===== config.mk =====
export PLATFORM = sky130hd
export DESIGN_NAME = game_move_sequencer
export DESIGN_NICKNAME = d
export VERILOG_FILES = /design/src/rtl/game_move_sequencer.sv
export SDC_FILE = /design/constraint.sdc
export NUM_CORES = 2
export LEC_CHECK = 0
export CAP_MARGIN = 10
export CORE_AREA = 8 8 296 298
export CTS_CLUSTER_SIZE = 12
export DETAILED_ROUTE_END_ITERATION = 16
export DIE_AREA = 0 0 304 306
export GPL_TIMING_DRIVEN = 0
export MAX_ROUTING_LAYER = met4
export SLEW_MARGIN = 25
export SYNTH_ARGS = -nofsm -noshare
export SYNTH_HDL_FRONTEND = slang
export SYNTH_SLANG_ARGS = --single-unit

===== constraint.sdc =====
create_clock -name clk -period 25.3 [get_ports clk]
set_input_delay 5.06 -clock clk [delete_from_list [all_inputs] [get_ports clk]]
set_output_delay 5.06 -clock clk [all_outputs]
set_load 0.01 [all_outputs]

===== src/rtl/game_move_sequencer.sv =====
// game_move_sequencer: control FSM for a 4x4 sliding-tile game.
// Each move runs an external movement pass, an external summation pass and a
// second movement pass. If the board changed, the result is committed, checked
// for a winning tile, a new tile is spawned at a pseudo-random empty cell, and
// the board is checked for a lost position. After reset the board is seeded
// with two spawned tiles.
//
// Optional feature macro: SPAWN_FOUR_EN
//   defined   - a spawned tile is 4 when lfsr[6:4]==0, otherwise 2
//   undefined - a spawned tile is always 2
//
// Ports
//   clk          system clock, all state on rising edge
//   rst          asynchronous active-high reset
//   dir          one-hot move request (1000 left, 0100 down, 0010 up, 0001 right)
//   board        committed board, board[row][col] is a 12-bit tile value
//   move_dir     latched direction for the datapaths
//   work_matrix  operand for the datapaths (the work register)
//   mov_en       movement request; mov_done/mov_result complete it
//   sum_en       summation request; sum_ready/sum_result complete it
//   busy         high except in IDLE, WIN and LOSE
//   game_won     high in the terminal WIN state
//   game_lost    high in the terminal LOSE state
module game_move_sequencer #(
    parameter logic [11:0] WIN_VALUE = 12'd2048,
    parameter logic [15:0] LFSR_SEED = 16'hACE1
) (
    input  logic                   clk,
    input  logic                   rst,
    input  logic [3:0]             dir,
    output logic [3:0][3:0][11:0]  board,
    output logic [3:0]             move_dir,
    output logic [3:0][3:0][11:0]  work_matrix,
    output logic                   mov_en,
    input  logic                   mov_done,
    input  logic [3:0][3:0][11:0]  mov_result,
    output logic                   sum_en,
    input  logic                   sum_ready,
    input  logic [3:0][3:0][11:0]  sum_result,
    output logic                   busy,
    output logic                   game_won,
    output logic                   game_lost
);

    localparam int unsigned TILE_W = 12;
    localparam int unsigned ST_W   = 4;

    localparam logic [ST_W-1:0] INIT  = 4'd0;
    localparam logic [ST_W-1:0] IDLE  = 4'd1;
    localparam logic [ST_W-1:0] MOVE1 = 4'd2;
    localparam logic [ST_W-1:0] SUM   = 4'd3;
    localparam logic [ST_W-1:0] MOVE2 = 4'd4;
    localparam logic [ST_W-1:0] CHECK = 4'd5;
    localparam logic [ST_W-1:0] SPAWN = 4'd6;
    localparam logic [ST_W-1:0] EVAL  = 4'd7;
    localparam logic [ST_W-1:0] WIN   = 4'd8;
    localparam logic [ST_W-1:0] LOSE  = 4'd9;

    logic [ST_W-1:0]              state, state_nxt;
    logic [3:0][3:0][TILE_W-1:0]  board_nxt, work_nxt;
    logic [3:0]                   move_dir_nxt;
    logic [3:0]                   idx, idx_nxt;
    logic [3:0]                   scan_cnt, scan_nxt;
    logic [1:0]                   init_cnt, init_nxt;
    logic [15:0]                  lfsr;
    logic                         spawn_done;
    logic                         dir_onehot;
    logic                         board_has_zero;
    logic                         board_has_pair;
    logic                         work_has_win;
    logic [TILE_W-1:0]            spawn_val;
    logic                         busy_nxt, mov_en_nxt, sum_en_nxt;
    logic                         won_nxt, lost_nxt;

    // Spawn tile value
`ifdef SPAWN_FOUR_EN
    assign spawn_val = (lfsr[6:4] == 3'b000) ? TILE_W'(4) : TILE_W'(2);
`else
    assign spawn_val = TILE_W'(2);
`endif

    // Exactly one direction bit set
    assign dir_onehot = (dir != 4'b0000) && ((dir & (dir - 4'd1)) == 4'b0000);

    // Fibonacci LFSR, taps 16,14,13,11, free-running outside reset
    always_ff @(posedge clk or posedge rst) begin
        if (rst) begin
            lfsr <= LFSR_SEED;
        end else begin
            lfsr <= {lfsr[14:0], lfsr[15] ^ lfsr[13] ^ lfsr[12] ^ lfsr[10]};
        end
    end

    // Board status: any empty cell, any equal orthogonal neighbours
    always_comb begin
        board_has_zero = 1'b0;
        board_has_pair = 1'b0;
        for (int r = 0; r < 4; r++) begin
            for (int c = 0; c < 4; c++) begin
                if (board[r][c] == '0) begin
                    board_has_zero = 1'b1;
                end
            end
        end
        for (int r = 0; r < 4; r++) begin
            for (int c = 0; c < 3; c++) begin
                if (board[r][c] == board[r][c+1]) begin
                    board_has_pair = 1'b1;
                end
            end
        end
        for (int r = 0; r < 3; r++) begin
            for (int c = 0; c < 4; c++) begin
                if (board[r][c] == board[r+1][c]) begin
                    board_has_pair = 1'b1;
                end
            end
        end
    end

    // Winning tile present in the work register
    always_comb begin
        work_has_win = 1'b0;
        for (int r = 0; r < 4; r++) begin
            for (int c = 0; c < 4; c++) begin
                if (work_matrix[r][c] >= WIN_VALUE) begin
                    work_has_win = 1'b1;
                end
            end
        end
    end

    // Next-state and datapath-register next values
    always_comb begin
        state_nxt    = state;
        board_nxt    = board;
        work_nxt     = work_matrix;
        move_dir_nxt = move_dir;
        idx_nxt      = idx;
        scan_nxt     = scan_cnt;
        init_nxt     = init_cnt;
        spawn_done   = 1'b0;

        case (state)
            INIT: begin
                idx_nxt   = lfsr[3:0];
                scan_nxt  = '0;
                state_nxt = SPAWN;
            end
            IDLE: begin
                if (dir_onehot) begin
                    move_dir_nxt = dir;
                    work_nxt     = board;
                    state_nxt    = MOVE1;
                end
            end
            MOVE1: begin
                if (mov_done) begin
                    work_nxt  = mov_result;
                    state_nxt = SUM;
                end
            end
            SUM: begin
                if (sum_ready) begin
                    work_nxt  = sum_result;
                    state_nxt = MOVE2;
                end
            end
            MOVE2: begin
                if (mov_done) begin
                    work_nxt  = mov_result;
                    state_nxt = CHECK;
                end
            end
            CHECK: begin
                if (work_matrix == board) begin
                    state_nxt = IDLE;
                end else begin
                    board_nxt = work_matrix;
                    if (work_has_win) begin
                        state_nxt = WIN;
                    end else begin
                        idx_nxt   = lfsr[3:0];
                        scan_nxt  = '0;
                        state_nxt = SPAWN;
                    end
                end
            end
            SPAWN: begin
                // One cell per cycle; give up after all 16 were examined
                if (board[idx[3:2]][idx[1:0]] == '0) begin
                    board_nxt[idx[3:2]][idx[1:0]] = spawn_val;
                    spawn_done = 1'b1;
                end else begin
                    idx_nxt  = idx + 4'd1;
                    scan_nxt = scan_cnt + 4'd1;
                    if (scan_cnt == 4'd15) begin
                        spawn_done = 1'b1;
                    end
                end
                // init_cnt: 0 = first seed tile, 1 = second seed tile, 2 = play
                if (spawn_done) begin
                    case (init_cnt)
                        2'd0: begin
                            init_nxt  = 2'd1;
                            state_nxt = INIT;
                        end
                        2'd1: begin
                            init_nxt  = 2'd2;
                            state_nxt = IDLE;
                        end
                        default: begin
                            state_nxt = EVAL;
                        end
                    endcase
                end
            end
            EVAL: begin
                if (!board_has_zero && !board_has_pair) begin
                    state_nxt = LOSE;
                end else begin
                    state_nxt = IDLE;
                end
            end
            WIN:  state_nxt = WIN;
            LOSE: state_nxt = LOSE;
            default: state_nxt = INIT;
        endcase
    end

    // Registered outputs decoded from the next state
    always_comb begin
        busy_nxt   = !((state_nxt == IDLE) || (state_nxt == WIN) || (state_nxt == LOSE));
        mov_en_nxt = (state_nxt == MOVE1) || (state_nxt == MOVE2);
        sum_en_nxt = (state_nxt == SUM);
        won_nxt    = (state_nxt == WIN);
        lost_nxt   = (state_nxt == LOSE);
    end

    // State and datapath registers
    always_ff @(posedge clk or posedge rst) begin
        if (rst) begin
            state       <= INIT;
            board       <= '0;
            work_matrix <= '0;
            move_dir    <= 4'b0000;
            idx         <= '0;
            scan_cnt    <= '0;
            init_cnt    <= 2'd0;
            busy        <= 1'b1;
            mov_en      <= 1'b0;
            sum_en      <= 1'b0;
            game_won    <= 1'b0;
            game_lost   <= 1'b0;
        end else begin
            state       <= state_nxt;
            board       <= board_nxt;
            work_matrix <= work_nxt;
            move_dir    <= move_dir_nxt;
            idx         <= idx_nxt;
            scan_cnt    <= scan_nxt;
            init_cnt    <= init_nxt;
            busy        <= busy_nxt;
            mov_en      <= mov_en_nxt;
            sum_en      <= sum_en_nxt;
            game_won    <= won_nxt;
            game_lost   <= lost_nxt;
        end
    end

endmodule


==> metrics <==
RR Startpoint=board[32]; worst-path maximum fanout=10; PD cells=about 170 mW/mm²; Max Cap Viol=0; hpwl dp=126000 µm; DRC violations left=0; hold path endpoint=lfsr[7]; cell family with most CP delay=buffers and inverters; status=completed; largest net degree at the start of global routing=91; clock latency on the worst-skew pair=a little over 600 ps; gr busiest metal=met2; initial antenna violation count=9; Worst EP required=25820 ps; first-pass GRT wire length=213000 µm; Post-Syn Instances=2708; Final Hold Viols=0; DP Worst Slack=16100 ps; 1st-pass router iterations=7; Root Driver=clkbuf_16; Non-Filler Instances=4675; Slowest cell on crit path=clkbuf_1; Hold Crit Depth=0; cts bufs inserted=50; WL/cell=33.4 µm; CP Capture Type=flop; RD Place Congestion=just over 1; setup slack, reg-to-reg=20750 ps; Leak=0.0139 µW; Post-Syn Area per Cell=9.29 µm²; R2R depth=11; fin area=0.0362 mm²; cts repair resizes=0; Die Area=0.0930 mm²; Crit path largest cell delay=between 900 and 1000 ps; post-synth top area share=41.2%; cts hold-fix bufs=0; met3 Use GR=~7.4%; net count after synthesis=3105; core area=just over 0.08 mm²; Critical R2R Capture=board[97]; clock buffer depth=3; setup slack after layout=16650 ps; met1 Use GR=approximately two fifths; worst path cell trace=clkdlybuf4s50_1 -> or4b_2 -> o21ai_0 -> nor2_1 -> o21ai_1 -> clkbuf_1 -> clkbuf_1 -> nor2_1 -> a31oi_1; Die Wd=304 µm; Avg Vias per Cell=5.67; H-tree levels=2; CP startpoint kind=input port; TritonCTS clock tree=yes; Synth Cell Area=0.0252 mm²; Pwr Total=a little over 6000 µW; Post-synth EDFFs=0; placed insts=between 4000 and 5000; RSZ-0062 raised after global routing=no; post-route ant nets=0; hold_sp=lfsr[6]; Final Max Slew Viols=0; combinational power share=64.6%; synth top area cells=dfrtp_1 41%, xnor2_1 13%, a22o_1 6.3%; share of cells above drive strength 1=6.36%; PortBufs=784; switching power=3120 µW; Final setup viols=0; clock transition at the registers of the reported paths=60 ps; max frequency=116 MHz; Area Growth Syn to Fin=44.0%; Sequential Power Share=22.6%; Clock power frac=12.8%; 1st-iter DRT viols=a little over 3000; Fin Setup TNS=0 ps; DR vias=approximately 27000; Worst Clk Skew=roughly 24 ps; P_int=2940 µW; Worst-Margin Slew=1140 ps; most common flop cell mapped by yosys=dfrtp_1; Data arrival, critical path=approximately 9000 ps; sequential area share after synthesis=42.1%; Worst IR Drop VDD=0.0825 mV; clk sinks=between 400 and 500; Period minus WS final=8650 ps; Worst Path Buf+Inv=3; Overflow after GRT=0; Post-CTS Setup Inserts=0; Final Cycle Share=34.2%; Yosys warning count=0; Synth Register Bits=423; Initial Util=30.4%; cell taking the most area after synthesis=dfrtp_1; slew margin rel.=about a quarter; post-synth cell types=70; sw frac=about half; vias in the first global route=25800; DP Area=0.0345 mm²; Net count, final=3946; total track usage=32.7%; crit path kind=in2reg; worst hold path type=reg2reg; met2 usage=52.7%; io pins=785; Async SR Flop Fraction=100%; FP Rows=~110; die span in y=306 µm; final wirelength=between 150000 and 200000 µm
metal layers:
metal  routed length [µm]  part of all wire, %  vias to the layer above
met3                13700                  8.8                      236
met5                    0                    0                        -
li1                     -                    -                    11400
met4                 5750                  3.7                        0
met2                73500                   47                     1569
met1                63100                   40                    13400
state kept, by name, summed over array words and instances, names as in the netlist:
name and cells:
board 192, busy 1, game_lost 1, game_won 1, idx 4, init_cnt 2
lfsr 16, mov_en 1, move_dir 4, scan_cnt 4, state 4, sum_en 1
work_matrix 192
worst max path at each step:
stage	slack (ps)	cells after the start	startpoint	to
after floorplan	8480	1	rst	board[0]
after global placement	2150	2	rst	work_matrix[103]
after detailed placement	16100	8	dir[1]	work_matrix[1]
after CTS	16740	9	dir[1]	work_matrix[7]
after global routing	16630	9	dir[1]	work_matrix[7]
final	16650	9	dir[1]	work_matrix[59]
power groups by stage:
stage / clock [µW] / sequential [µW] / combinational, µW
2_1_floorplan: 0 / 1370 / 1890
3_3_place_gp: 0 / 1360 / 3830
3_5_place_dp: 0 / 1370 / 3840
4_1_cts: 778 / 1360 / 3860
5_1_grt: 801 / 1400 / 4090
6_report: 774 / 1370 / 3910
worst reg2reg max path, cell delays in order (launching register included):
cell and delay (ps):
dfrtp_1 350, clkbuf_1 550, xor2_1 360, nor4_1 740, nand4_1 250, nor4_2 570, and4_1 360, a21oi_2 110
buf_6 180, o21ai_2 560, buf_4 320, a22oi_1 80
stage by stage:
step | util, % | hold WS [ps]
6_report | 43.7 | 347
5_1_grt | 43.7 | 352
4_1_cts | 43.7 | 347
3_5_place_dp | 41.6 | 343
3_3_place_gp | 41.4 | 335
2_1_floorplan | - | 331
cells in the final DEF (no fill, tap or decap), types with 7 or more instances in the layout:
master	synthesis	final
a22o_1	182	182
o21ai_0	7	7
clkdlybuf4s50_1	0	784
buf_4	18	18
xnor2_1	370	370
clkbuf_1	244	253
dfrtp_1	414	414
a22oi_1	210	210
buf_2	53	53
xor2_1	101	101
nand4_1	112	112
diode_2	0	8
dfstp_2	9	9
nor3_1	36	36
nor2_1	217	217
o21ai_2	10	10
nand2_1	229	229
nor2b_1	8	8
buf_6	24	24
inv_1	54	53
clkinv_2	0	8
nand3_1	19	19
nor4_1	84	84
buf_1	9	9
clkbuf_8	0	8
a31oi_1	197	197
and3_1	7	7
o22ai_1	7	7
clkbuf_16	0	53
logic make-up (layout without fill, tap and decap cells):
group           count (synthesis)  after routing  share of synthesized area (%)
mux                             4              4                          0.179
xor+xnor                      471            471                           16.4
compound gates                662            662                           19.9
other cells                     0              8                              0
fa+ha+maj                       5              5                          0.249
flops                         423            423                           42.1
buf+inv                       404           1283                           7.28
simple gates                  739            739                           13.8
synthesized netlist by cell type, drive strengths merged, types with 13 or more instances:
| master | instances |
|---|---|
| xor2 | 101 |
| a22oi | 210 |
| a22o | 182 |
| buf | 104 |
| nand3 | 19 |
| xnor2 | 370 |
| nand2 | 229 |
| inv | 55 |
| a31oi | 197 |
| o22ai | 13 |
| nor3 | 37 |
| nor4 | 85 |
| o21ai | 20 |
| clkbuf | 245 |
| dfrtp | 414 |
| nand4 | 112 |
| nor2 | 218 |
cell type report:
cell class	count	area (µm²)
buffer	349	1630
tap	1080	1350
timing repair buffer	789	7990
sequential	423	10600
antenna	8	20.0
multi-input combinational	1881	12700
clock buffer	73	1480
inverter	55	214
fill	8181	46700
clock inverter	17	224
Note: power is estimated with default switching activity, not from simulation.
